### src/rtl/udm_bus_arb.sv
// Two-master arbiter for the UART debug master slave bus with an in-order read-owner FIFO.
// Define BUS_ARB_FIXED_PRIO_EN for fixed m0 priority; round-robin otherwise.
module udm_bus_arb #(
  parameter int RD_DEPTH = 4
) (
  input  logic        clk_i,
  input  logic        rst_i,
  input  logic        m0_req_i,
  input  logic        m0_we_i,
  input  logic [31:0] m0_addr_bi,
  input  logic [31:0] m0_wdata_bi,
  output logic        m0_ack_o,
  output logic        m0_resp_o,
  output logic [31:0] m0_rdata_bo,
  input  logic        m1_req_i,
  input  logic        m1_we_i,
  input  logic [31:0] m1_addr_bi,
  input  logic [31:0] m1_wdata_bi,
  output logic        m1_ack_o,
  output logic        m1_resp_o,
  output logic [31:0] m1_rdata_bo,
  output logic        bus_req_o,
  output logic        bus_we_o,
  output logic [31:0] bus_addr_bo,
  output logic [31:0] bus_wdata_bo,
  input  logic        bus_ack_i,
  input  logic        bus_resp_i,
  input  logic [31:0] bus_rdata_bi,
  output logic        resp_err_o
);

  localparam int PW = $clog2(RD_DEPTH);
  localparam int CW = PW + 1;
  localparam logic [CW-1:0] FULL = CW'(RD_DEPTH);

  logic          r_owner;
  logic          r_locked;
  logic          r_fifo [RD_DEPTH];
  logic [PW-1:0] r_rd_ptr;
  logic [PW-1:0] r_wr_ptr;
  logic [CW-1:0] r_count;
  logic          r_resp_err;

  logic w_full;
  logic w_elig0;
  logic w_elig1;
  logic w_sel;
  logic w_sel_vld;
  logic w_xfer;
  logic w_push;
  logic w_pop;
  logic w_head;

  // A read cannot be granted while every FIFO slot holds an outstanding owner.
  assign w_full  = (r_count == FULL);
  assign w_elig0 = m0_req_i & (m0_we_i | ~w_full);
  assign w_elig1 = m1_req_i & (m1_we_i | ~w_full);

`ifndef BUS_ARB_FIXED_PRIO_EN
  logic r_rr_last;
`endif

  always_comb begin
    w_sel     = 1'b0;
    w_sel_vld = 1'b0;
    if (r_locked) begin
      w_sel     = r_owner;
      w_sel_vld = r_owner ? w_elig1 : w_elig0;
    end else if (w_elig0 && w_elig1) begin
`ifdef BUS_ARB_FIXED_PRIO_EN
      w_sel     = 1'b0;
`else
      w_sel     = ~r_rr_last;
`endif
      w_sel_vld = 1'b1;
    end else if (w_elig0) begin
      w_sel_vld = 1'b1;
    end else if (w_elig1) begin
      w_sel     = 1'b1;
      w_sel_vld = 1'b1;
    end
    if (rst_i) begin
      w_sel_vld = 1'b0;
    end
  end

  assign bus_req_o    = w_sel_vld;
  assign bus_we_o     = w_sel_vld & (w_sel ? m1_we_i : m0_we_i);
  assign bus_addr_bo  = w_sel_vld ? (w_sel ? m1_addr_bi  : m0_addr_bi)  : 32'h0;
  assign bus_wdata_bo = w_sel_vld ? (w_sel ? m1_wdata_bi : m0_wdata_bi) : 32'h0;

  assign w_xfer   = w_sel_vld & bus_ack_i;
  assign m0_ack_o = w_xfer & ~w_sel;
  assign m1_ack_o = w_xfer &  w_sel;

  // A response pops only entries pushed on earlier edges, never a same-cycle push.
  assign w_push      = w_xfer & ~bus_we_o;
  assign w_pop       = bus_resp_i & (r_count != '0) & ~rst_i;
  assign w_head      = r_fifo[r_rd_ptr];
  assign m0_resp_o   = w_pop & ~w_head;
  assign m1_resp_o   = w_pop &  w_head;
  assign m0_rdata_bo = bus_rdata_bi;
  assign m1_rdata_bo = bus_rdata_bi;
  assign resp_err_o  = r_resp_err;

  // Grant lock: hold the selected master until the slave accepts it.
  always_ff @(posedge clk_i) begin
    if (rst_i) begin
      r_locked <= 1'b0;
      r_owner  <= 1'b0;
    end else if (w_sel_vld && !bus_ack_i) begin
      r_locked <= 1'b1;
      r_owner  <= w_sel;
    end else begin
      r_locked <= 1'b0;
    end
  end

`ifndef BUS_ARB_FIXED_PRIO_EN
  always_ff @(posedge clk_i) begin
    if (rst_i) begin
      r_rr_last <= 1'b1;
    end else if (w_xfer) begin
      r_rr_last <= w_sel;
    end
  end
`endif

  always_ff @(posedge clk_i) begin
    if (w_push) begin
      r_fifo[r_wr_ptr] <= w_sel;
    end
  end

  always_ff @(posedge clk_i) begin
    if (rst_i) begin
      r_rd_ptr   <= '0;
      r_wr_ptr   <= '0;
      r_count    <= '0;
      r_resp_err <= 1'b0;
    end else begin
      if (w_push) begin
        r_wr_ptr <= r_wr_ptr + 1'b1;
      end
      if (w_pop) begin
        r_rd_ptr <= r_rd_ptr + 1'b1;
      end
      case ({w_push, w_pop})
        2'b10:   r_count <= r_count + 1'b1;
        2'b01:   r_count <= r_count - 1'b1;
        default: r_count <= r_count;
      endcase
      if (bus_resp_i && (r_count == '0)) begin
        r_resp_err <= 1'b1;
      end
    end
  end

endmodule
### config.mk
export PLATFORM = sky130hd
export DESIGN_NAME = udm_bus_arb
export DESIGN_NICKNAME = d
export VERILOG_FILES = /design/src/rtl/udm_bus_arb.sv
export SDC_FILE = /design/constraint.sdc
export NUM_CORES = 1
export LEC_CHECK = 0
export ABC_AREA = 1
export CAP_MARGIN = 20
export CORE_AREA = 2 2 118 120
export DETAILED_ROUTE_END_ITERATION = 12
export DIE_AREA = 0 0 120 122
export DONT_BUFFER_PORTS = 1
export GPL_TIMING_DRIVEN = 0
export MAX_ROUTING_LAYER = met4
export PLACE_DENSITY_LB_ADDON = 0.3
export SETUP_SLACK_MARGIN = 0.3
export SLEW_MARGIN = 25
export SYNTH_ARGS = -nofsm -noshare
export SYNTH_HDL_FRONTEND = slang
export SYNTH_SLANG_ARGS = --single-unit
### constraint.sdc
create_clock -name clk_i -period 2.25 [get_ports clk_i]
set_input_delay 0.225 -clock clk_i [delete_from_list [all_inputs] [get_ports clk_i]]
set_output_delay 0.225 -clock clk_i [all_outputs]
set_load 0.1 [all_outputs]
## Word-level counts from Yosys, hierarchy flattened

Memory sizes are Yosys's and may differ from the RTL's. A register that Yosys moved wholly into a read port is not among the register bits.
Cells that the tools add are included.

- Output and inout bits: 135
- Bits in latches: 0
- Memory bits (writable): 4
- Memories kept: 1
- Bits in read-only memories: 0
- Input bits: 168
- Register bits: 11
- Logic and storage cells: 61

Memory list:

| memory | depth | width | read ports | clocked after memory_dff | write ports | RTL line | source |
|---|---|---|---|---|---|---|---|
| r_fifo | 4 | 1 | 1 | 1 | 1 | 38 | `logic r_fifo [RD_DEPTH];` |

- Divide/modulo/power cells: 0
- Order comparisons: 0
- Equal/unequal tests: 3
- $mul: 0
- Reduce and logical (&&, ||, !) cells: 7
- Mux-type cells: 20
- Shifts and indexed selects: 0
- Bitwise gates (word level): 19
- Add/subtract/negate cells: 4

Operator list:

| operator | number |
|---|---|
| $mux W32 | 4 |
| $mux W1 | 13 |
| $and A1 B1 Y1 | 11 |
| $not A1 Y1 | 6 |
| $pmux W3 S2 | 1 |
| $add A2 B1 Y2 const B | 2 |
| $mux W2 | 2 |
| $add A3 B1 Y3 const B | 1 |
| $eq A3 B3 Y1 const B | 1 |
| $logic_and A1 B1 Y1 | 3 |
| $logic_not A3 Y1 | 1 |
| $reduce_bool A3 Y1 | 1 |
| $sub A3 B1 Y3 const B | 1 |
| $eq A2 B1 Y1 const B | 1 |
| $eq A2 B2 Y1 const B | 1 |
| $or A1 B1 Y1 | 2 |
| $reduce_bool A2 Y1 | 1 |
| $logic_not A1 Y1 | 1 |

## Depth between registers and ports, before layout

- Depth in word-level cells: 14
- Gate-level depth with buffers: 16
- Mapped depth without buffers: 16

## Worst setup path after synthesis

No wires, ideal clock.

- Path kind: register -> output
- From: reg r_count[0]
- To: out bus_addr_bo[0]
- Path slack: -0.272 ns
- Arrival: 2.297 ns
- Stages on the path, launching flop included: 10
- Required time: 2.025 ns
- Buffers on the path: 2
- Cell sequence: dfxtp_1 > nor2_4 > nand3_2 > nand3_2 > nand2_2 > nand2_4 > buf_6 > buf_4 > o21ai_1 > nor2_1

- Cells in the longest elaborated chain, start to end: 10
- Elaborated cells on any way between the ends: 18
- Classes of those cells: eq/ne: 1; mux: 11; bitwise: 5; reduce/logical: 1

RTL lines:

| what | RTL line | source |
|---|---|---|
| start, declared | 41 | `logic [CW-1:0] r_count;` |
| start signal, assigned | 149 | `2'b10: r_count <= r_count + 1'b1;` |
| start signal, assigned | 150 | `2'b01: r_count <= r_count - 1'b1;` |
| start signal, assigned | 151 | `default: r_count <= r_count;` |
| $eq A3 B3 Y1 * | 55 | `assign w_full = (r_count == FULL);` |
| $not A1 Y1 * | 56, 57 |  |
| $or A1 B1 Y1 | 57 | `assign w_elig1 = m1_req_i & (m1_we_i \| ~w_full);` |
| $and A1 B1 Y1 | 57 |  |
| $mux W1 | 78 | `end else if (w_elig1) begin` |
| $mux W1 | 76 | `end else if (w_elig0) begin` |
| $mux W1 | 69 | `end else if (w_elig0 && w_elig1) begin` |
| $mux W1 | 66 | `if (r_locked) begin` |
| $mux W32 or $mux W1 (tied branches) | 89, 82 |  |
| $mux W32 * | 89 | `assign bus_addr_bo = w_sel_vld ? (w_sel ? m1_addr_bi : m0_addr_bi) : 32'h0;` |
| end, declared | 24 | `output logic [31:0] bus_addr_bo,` |

Every way passes the cells marked *; elsewhere a longest branch is shown, timed or not.

## Final worst setup path

- From: reg r_owner
- To: out bus_addr_bo[3]

- Cells in the longest elaborated chain, start to end: 4
- Elaborated cells on any way between the ends: 6
- Classes of those cells: mux: 6

RTL lines:

| what | RTL line | source |
|---|---|---|
| start, declared | 36 | `logic r_owner;` |
| start signal, assigned | 113 | `r_owner <= w_sel;` |
| $mux W1 | 68 | `w_sel_vld = r_owner ? w_elig1 : w_elig0;` |
| $mux W1 | 66 |  |
| $mux W1 | 82 | `if (rst_i) begin` |
| $mux W32 * | 89 |  |

Marked as above.

==> results.txt <==
DR vias -> 2579
Average vias per placed instance -> 4.28
Layout cell share with drive strength beyond 1 -> 0.725
Final HPWL DP -> 7240 µm
Hold Crit Class -> in -> reg
Sum of routed wire length over all layers -> 9190 µm
RSZ-0062 raised after global routing -> yes
Static leakage -> 1.56 nW
Overall die height -> 122 µm
Worst reg2reg startpoint -> r_locked
Clock-pin slew on the worst setup and hold paths -> 0.05 ns
Switch Pwr -> 1.82 mW
Launching element type of the critical path -> flip-flop
Core Rows -> 43
Worst EP arrival -> 2.04 ns
Area of the core region -> 13500 µm²
Growth of design area from synthesis to finish -> 51.2%
Total iterations of the first detailed-routing run -> 4
Share of synthesized area occupied by flip-flops and latches -> 0.136
Post-Syn Instances -> 391
Max-cap violation count -> 0
Failing checks -> setup timing
Final weighted congestion in routability-driven placement -> 0.749
Quantity of I/O buffers inserted on ports -> 0
Cells on worst reg2reg path -> 17
Yosys Warn Count -> 0
Hold Path Stages -> 1
Required @ worst endpoint -> 2.03 ns
Combined area of all synthesized cells -> 2790 µm²
Number of sinks handled by clock tree synthesis -> 17
Critical setup path kind -> reg -> out
Pin count of the biggest net entering global routing -> 14
Die W -> 120 µm
Post-synthesis cell type count -> 28
DRC Markers -> 0
Antenna Violating Nets Remaining -> 0
Total gr overflow -> 0
Diodes inserted -> 0
Number of global-route vias before repair -> 2364
Post-synthesis sequential element count -> 17
Startpoint of the worst hold path -> rst_i
Inserted Clock Buffers -> 3
Final number of max-transition violations -> 0
Worst slew slack as a fraction of its limit -> 0.352
Level count of the clock H-tree -> 1
Iter 0 DRT Violations -> 56
Per-cell routed wire length -> 15.3 µm
CTS max path bufs -> 2
Clk root buf -> sky130_fd_sc_hd__clkbuf_16
Final setup violating endpoints -> 5
Initial antenna violation count -> 0
Share of total power in combinational logic -> 0.747
Outcome -> complete, but fails checks
Crit path from -> r_owner
Wire length of the first global-routing pass -> 12000 µm
Kind of capture point of the worst setup path -> output port
Shortest period the worst path allows -> 2.27 ns
Clock tree skew after final layout -> 0.00219 ns
Final clock period utilization by the worst path -> 1.01
Proportion of total power due to net switching -> 0.636
Number of nets in the synthesized netlist -> 565
Initial cell density of the core -> 0.207
Critical-path maximum fanout -> 7
Number of hold-slack violations in the final timing report -> 0
Top achievable clock speed -> 0.441 GHz
Synthesized area per cell -> 7.14 µm²
Clock network fraction of total power -> 0.124
Seq pwr share -> 0.128
Worst setup timing slack at the placement stage -> -0.0284 ns
Number of nets in the finished design -> 597
PD cells -> 677 nW/µm²
Hold slack final -> 0.0331 ns
Cell internal power dissipation -> 1.04 mW
Total die area -> 14600 µm²
Post-route total power -> 2.85 mW
Clock insertion delay at the later pin of the skew report -> 0.25 ns
Transition time at the pin with the least slew margin -> 0.971 ns
GRT Util Overall -> 0.105
CTS tree -> yes
Worst VDD drop -> 0.000312 V
Io pins -> 303
Minimum setup slack in the final design -> -0.0198 ns
## routing by layer
| metal | global-route usage | routed length (µm) | vias up |
|---|---|---|---|
| li1 | - | - | 1237 |
| met1 | 0.123 | 3390 | 1198 |
| met2 | 0.190 | 5010 | 133 |
| met3 | 0.0169 | 681 | 11 |
| met4 | 0.0221 | 108 | 0 |
| met5 | - | 0 | - |
## final timing paths
kind                                        to  slack, ns
worst max register to register      r_count[2]       0.04
worst min-delay path                r_count[1]       0.03
worst max-delay path            bus_addr_bo[3]      -0.02
worst min register to register       flip-flop       0.47
## cells in the mapped netlist
library cell | n | area share
sky130_fd_sc_hd__fa_1 | 1 | 0.0072
sky130_fd_sc_hd__inv_4 | 1 | 0.0022
sky130_fd_sc_hd__nor2_1 | 61 | 0.082
sky130_fd_sc_hd__nand2_2 | 4 | 0.0090
sky130_fd_sc_hd__buf_8 | 3 | 0.016
sky130_fd_sc_hd__inv_2 | 2 | 0.0027
sky130_fd_sc_hd__edfxtp_1 | 4 | 0.043
sky130_fd_sc_hd__nand2_1 | 15 | 0.020
sky130_fd_sc_hd__buf_6 | 5 | 0.020
sky130_fd_sc_hd__nor2_4 | 1 | 0.0040
sky130_fd_sc_hd__buf_12 | 3 | 0.022
sky130_fd_sc_hd__nand3_2 | 5 | 0.018
sky130_fd_sc_hd__o21ai_0 | 12 | 0.022
sky130_fd_sc_hd__nand3_1 | 6 | 0.011
sky130_fd_sc_hd__dfxtp_1 | 13 | 0.093
sky130_fd_sc_hd__o21ai_1 | 10 | 0.018
sky130_fd_sc_hd__clkbuf_1 | 1 | 0.0013
sky130_fd_sc_hd__o21ai_2 | 49 | 0.15
sky130_fd_sc_hd__buf_2 | 5 | 0.0090
sky130_fd_sc_hd__buf_4 | 69 | 0.19
sky130_fd_sc_hd__nand2_4 | 1 | 0.0040
sky130_fd_sc_hd__and2_1 | 1 | 0.0022
sky130_fd_sc_hd__ha_1 | 5 | 0.022
sky130_fd_sc_hd__nor2_2 | 79 | 0.18
sky130_fd_sc_hd__or2_0 | 1 | 0.0022
sky130_fd_sc_hd__a21oi_1 | 11 | 0.020
sky130_fd_sc_hd__inv_1 | 22 | 0.030
sky130_fd_sc_hd__a32oi_1 | 1 | 0.0031
## layout make-up
class                      count  area [µm²]
tap                          180         225
fill                        1421        9290
timing repair buffer          27         357
buffer                        86         821
multi-input combinational    263        2230
sequential                    17         385
clock buffer                   4        78.8
inverter                      25         116
## kinds of logic after synthesis
family | after synthesis | share of synthesized area
AO/OA/AOI/OAI | 83 | 0.216
adder cells (fa/ha/maj) | 6 | 0.0296
AND/OR/NAND/NOR | 174 | 0.330
buffers and inverters | 111 | 0.288
flip-flops | 17 | 0.136
## cells in the final DEF (no fill, tap or decap), drive strengths merged
master / n
a21oi: 11
a32oi: 1
and2: 1
buf: 105
bufbuf: 1
clkbuf: 11
clkinvlp: 2
dfxtp: 13
edfxtp: 4
fa: 1
ha: 5
inv: 23
nand2: 20
nand3: 11
nor2: 141
o21ai: 71
or2: 1
## critical path, stage by stage, from the launching register on
cell	delay (ns)
sky130_fd_sc_hd__dfxtp_2	0.32
sky130_fd_sc_hd__nand2_2	0.07
sky130_fd_sc_hd__and2_4	0.15
sky130_fd_sc_hd__nand2_2	0.05
sky130_fd_sc_hd__nand2_2	0.06
sky130_fd_sc_hd__nand2_2	0.07
sky130_fd_sc_hd__inv_4	0.08
sky130_fd_sc_hd__buf_12	0.13
sky130_fd_sc_hd__buf_12	0.14
sky130_fd_sc_hd__clkbuf_16	0.15
sky130_fd_sc_hd__o21ai_4	0.06
sky130_fd_sc_hd__nor2_4	0.50
## repair_timing
item,in CTS,in global routing
cloned,1,5
gates resized for setup,39,54
endpoints found under the setup margin,71,72
hold buffers,0,0
pin swaps,28,45
setup buffers,17,4
## stage by stage
stage / cells / util / setup TNS [ns] / area (µm²)
after floorplan: 391 / - / 0 / 3190
after detailed placement: 571 / 0.253 / -0.0284 / 3410
after global placement: 571 / 0.253 / 0 / 3410
final: 602 / 0.312 / -0.0398 / 4220
after CTS: 593 / 0.281 / -0.401 / 3790
after global routing: 602 / 0.312 / -3.96 / 4220
## power groups by stage
stage | clock network (mW) | registers (mW) | logic [mW]
finish | 0.355 | 0.366 | 2.13
global route | 0.368 | 0.368 | 2.21
CTS | 0.358 | 0.365 | 2.02
detailed placement | 0 | 0.370 | 1.93
global placement | 0 | 0.370 | 1.92
floorplan | 0 | 0.367 | 1.83
Power figures use the tool's default switching activity.
